`src/rtl/tt_check_pkg.sv`:
```
// Shared FSM encodings and sizing helpers for the truth-table sweep checker.
package tt_check_pkg;

  localparam logic [1:0] ST_IDLE  = 2'd0;
  localparam logic [1:0] ST_DRIVE = 2'd1;
  localparam logic [1:0] ST_CHECK = 2'd2;
  localparam logic [1:0] ST_DONE  = 2'd3;

  localparam int SETTLE_W = 8;

  function automatic int vec_count(input int n_in);
    return 1 << n_in;
  endfunction

endpackage

```
`src/rtl/tt_settle_timer.sv`:
```
// Down-counter that measures how long each vector is held before sampling.
module tt_settle_timer
  import tt_check_pkg::*;
#(
  parameter int SETTLE_CYCLES = 1
) (
  input  logic clk,
  input  logic rst_n,
  input  logic load,
  input  logic run,
  output logic expired
);

  logic [SETTLE_W-1:0] cnt;

  always_ff @(posedge clk or negedge rst_n) begin
    if (!rst_n) begin
      cnt <= '0;
    end else if (load) begin
      cnt <= SETTLE_W'(SETTLE_CYCLES);
    end else if (run && cnt != '0) begin
      cnt <= cnt - 1'b1;
    end
  end

  // Expiry on the last held cycle, so DRIVE lasts exactly SETTLE_CYCLES cycles.
  assign expired = (cnt == SETTLE_W'(1));

endmodule

```
`config.mk`:
```
export PLATFORM = sky130hd
export DESIGN_NAME = tt_settle_timer
export DESIGN_NICKNAME = d
export VERILOG_FILES = /design/src/rtl/tt_check_pkg.sv /design/src/rtl/tt_settle_timer.sv
export SDC_FILE = /design/constraint.sdc
export NUM_CORES = 1
export LEC_CHECK = 0
export ABC_CLOCK_PERIOD_IN_PS = 2870
export BUFFER_PORTS_ARGS = -buffer_cell sky130_fd_sc_hd__buf_2
export CORE_AREA = 2 2 39 41
export CTS_CLUSTER_DIAMETER = 40
export DETAILED_ROUTE_END_ITERATION = 10
export DIE_AREA = 0 0 41 43
export PLACE_DENSITY = 0.6
export SLEW_MARGIN = 40
export SYNTH_ARGS = -nofsm -noshare
export SYNTH_HDL_FRONTEND = slang
export SYNTH_SLANG_ARGS = --single-unit
export TNS_END_PERCENT = 5
```
`constraint.sdc`:
```
create_clock -name clk -period 2.87 [get_ports clk]
set_input_delay 0.287 -clock clk [delete_from_list [all_inputs] [get_ports clk]]
set_output_delay 0.287 -clock clk [all_outputs]
set_load 0.02 [all_outputs]
```
==> metrics.txt <==
Chip Width 41 µm; Leak roughly 0.00026 µW; Num CTS Buffers 3; average footprint of a synthesized cell just under 10 µm²; post-DR wirelength/cell approximately 13 µm; CP Launch Point cnt[3]; Crit-path slowest cell or4_4; final WL between 900 and 1000 µm; initial DRC count 12; CP Data Required Time around 2.6 ns; Worst Setup End Kind output pin; predominant post-synthesis flop cell dfrtp_1; RR Startpoint cnt[0]; port buffer count 4; largest net degree at the start of global routing 13; Vert. Die Dim 43 µm; CTS tree built; fin crit period 1.99 ns; PwrDens 587 nW/µm²; sequential element share of the synthesized area 0.404; Largest regs cnt x8; Startpoint Class flop; fin nets 67; Netlist cell types 23; Peak VDD IR 325 µV; hold endpoint cnt[6]; total die area 1760 µm²; Rows 14; initial core utilization 0.358; placed insts 70; Worst EP arrival 1.70 ns; core area about 1400 µm²; DRC viols 0; largest reg by FF count cnt; flop-to-flop setup slack 1.06 ns; Hold Startpoint load; vias per cell 5.43; worst r2r path cells 5; Max Clk Rate 503 MHz; antenna cells 0; Crit Path Max Fanout 6; vias in the first global route 348; flops & latches, synth 8; Fillers 139; via count between 400 and 500; final RePlAce weighted congestion 0.769; Post-synth EDFFs 0; syn_nets 58; clk_skew 0.0120 ns; final hold viol count 0; layout cells sized above 1 0.259; clk sink count 8; clock latency on the worst-skew pair 0.25 ns; I/O pin count 5; setup TNS 0 ns; grt total ovfl 0; Routed Antenna Nets 0; kind of critical path reg -> out; Initial DRT Pass Iterations 4; final setup fails 0; first-pass GRT wire length 1520 µm; CP peak stage delay between 0.5 and 0.6 ns; synth warn 0; Final Cycle Share 0.692; Root Buffer clkbuf_4; MaxCap Viol Count 0; Clk pin slew, worst setup/hold paths 0.06 ns; Worst Hold Class in -> reg; max-slew violations 0; antenna violations before repair 0; Least-Margin Pin Slew between 0.6 and 0.7 ns; final hold slack 0.347 ns; Largest register FFs 8; P&R area growth vs syn 15.2%; unrepaired setup endpoints after global routing no; Reg-to-Reg End cnt[4]; H-tree Lvls 1; post-DP HPWL about 710 µm; gr usage total 0.138; asr flop ratio synth 1.00; crit path cell chain or4_4, nor4b_1, buf_2; Worst Hold Depth 2; Slew Limit Headroom 0.593; non-filler cells, final 74; run status completed; CTS Buffer Depth 2; Syn Inst Count 51; Post-Syn Area 495 µm²
## layout make-up
cell class | count | area (µm²) | area share
repair buffers | 5 | 30.0 | 0.0526
inverters | 2 | 7.51 | 0.0132
well taps | 16 | 20.0 | 0.0351
flip-flops and latches | 8 | 200 | 0.351
multi-input cells | 40 | 290 | 0.509
clock buffers | 3 | 22.5 | 0.0395
## metrics by stage
| stage | total power (µW) | util | setup slack, ns | area (µm²) |
|---|---|---|---|---|
| 6_report | 335 | 0.412 | 0.883 | 571 |
| 5_1_grt | 365 | 0.412 | 0.769 | 571 |
| 4_1_cts | 338 | 0.408 | 0.894 | 564 |
| 3_5_place_dp | 250 | 0.384 | 1.00 | 532 |
| 3_3_place_gp | 247 | 0.384 | 1.11 | 532 |
| 2_1_floorplan | 222 | - | 0.892 | 495 |
## what timing repair did
action	CTS	global route
endpoints found under the hold margin	8	0
buffers inserted	0	0
hold buffers	1	0
gates resized for setup	0	0
## worst max-delay path by stage
stage	slack, ns	cells past startpoint	endpoint
finish	0.88	3	expired
global route	0.77	3	expired
CTS	0.89	3	expired
detailed placement	1.00	5	cnt[3]
global placement	1.11	5	cnt[4]
floorplan	0.89	2	expired
## cells by family (layout without fill, tap and decap cells)
family	after synthesis	after routing	share of synthesized area
DFF	8	8	0.404
buffers and inverters	3	10	0.0227
AOI/OAI and AO/OA	11	11	0.144
muxes	4	4	0.0884
adders and majority gates	3	3	0.0758
and+or+nand+nor	22	22	0.265
## cells in the final DEF (no fill, tap or decap)
| cell type | instances |
|---|---|
| nor4_2 | 1 |
| nor3_1 | 2 |
| nor3b_1 | 1 |
| ha_1 | 3 |
| a211o_1 | 1 |
| dlygate4sd3_1 | 1 |
| mux2i_1 | 1 |
| nand2_1 | 3 |
| or3_1 | 1 |
| dfrtp_1 | 8 |
| a211oi_1 | 3 |
| or2_2 | 1 |
| clkbuf_4 | 3 |
| a21oi_1 | 4 |
| nor2_1 | 4 |
| nor2b_1 | 4 |
| or4_4 | 1 |
| inv_1 | 2 |
| nor4b_1 | 1 |
| or4_1 | 2 |
| a21bo_2 | 1 |
| or3b_2 | 1 |
| buf_2 | 4 |
| mux2_2 | 3 |
| o21ai_0 | 2 |
## where the power goes
part,switching (µW),total [µW],internal (µW)
registers,15.4,141,126
clock network,36.4,84.1,47.7
logic,58.0,110,51.6
total,110,335,225
## Yosys cell counts, types with 2 or more instances
cell type | count | share of area
nor2_1 | 4 | 0.030
dfrtp_1 | 8 | 0.40
inv_1 | 2 | 0.015
mux2_2 | 3 | 0.068
or4_1 | 2 | 0.030
a211oi_1 | 3 | 0.045
nand2_1 | 3 | 0.023
ha_1 | 3 | 0.076
nor3_1 | 2 | 0.020
a21oi_1 | 4 | 0.040
nor2b_1 | 4 | 0.050
o21ai_0 | 2 | 0.020
## layer usage
metal,up-vias,global-route usage,part of all wire,wire [µm]
li1,203,-,-,-
met3,2,0.0942,0.054,51
met2,7,0.181,0.47,449
met4,0,0.0600,0.014,13
met5,-,0,0,0
met1,190,0.168,0.46,439
## critical path: cells and delay by family, from the launching register on
| kind | cells | cell delay [ns] |
|---|---|---|
| flip-flops | 1 | 0.43 |
| buffers and inverters | 1 | 0.21 |
| AND/OR/NAND/NOR | 2 | 0.81 |
Power figures use the tool's default switching activity.
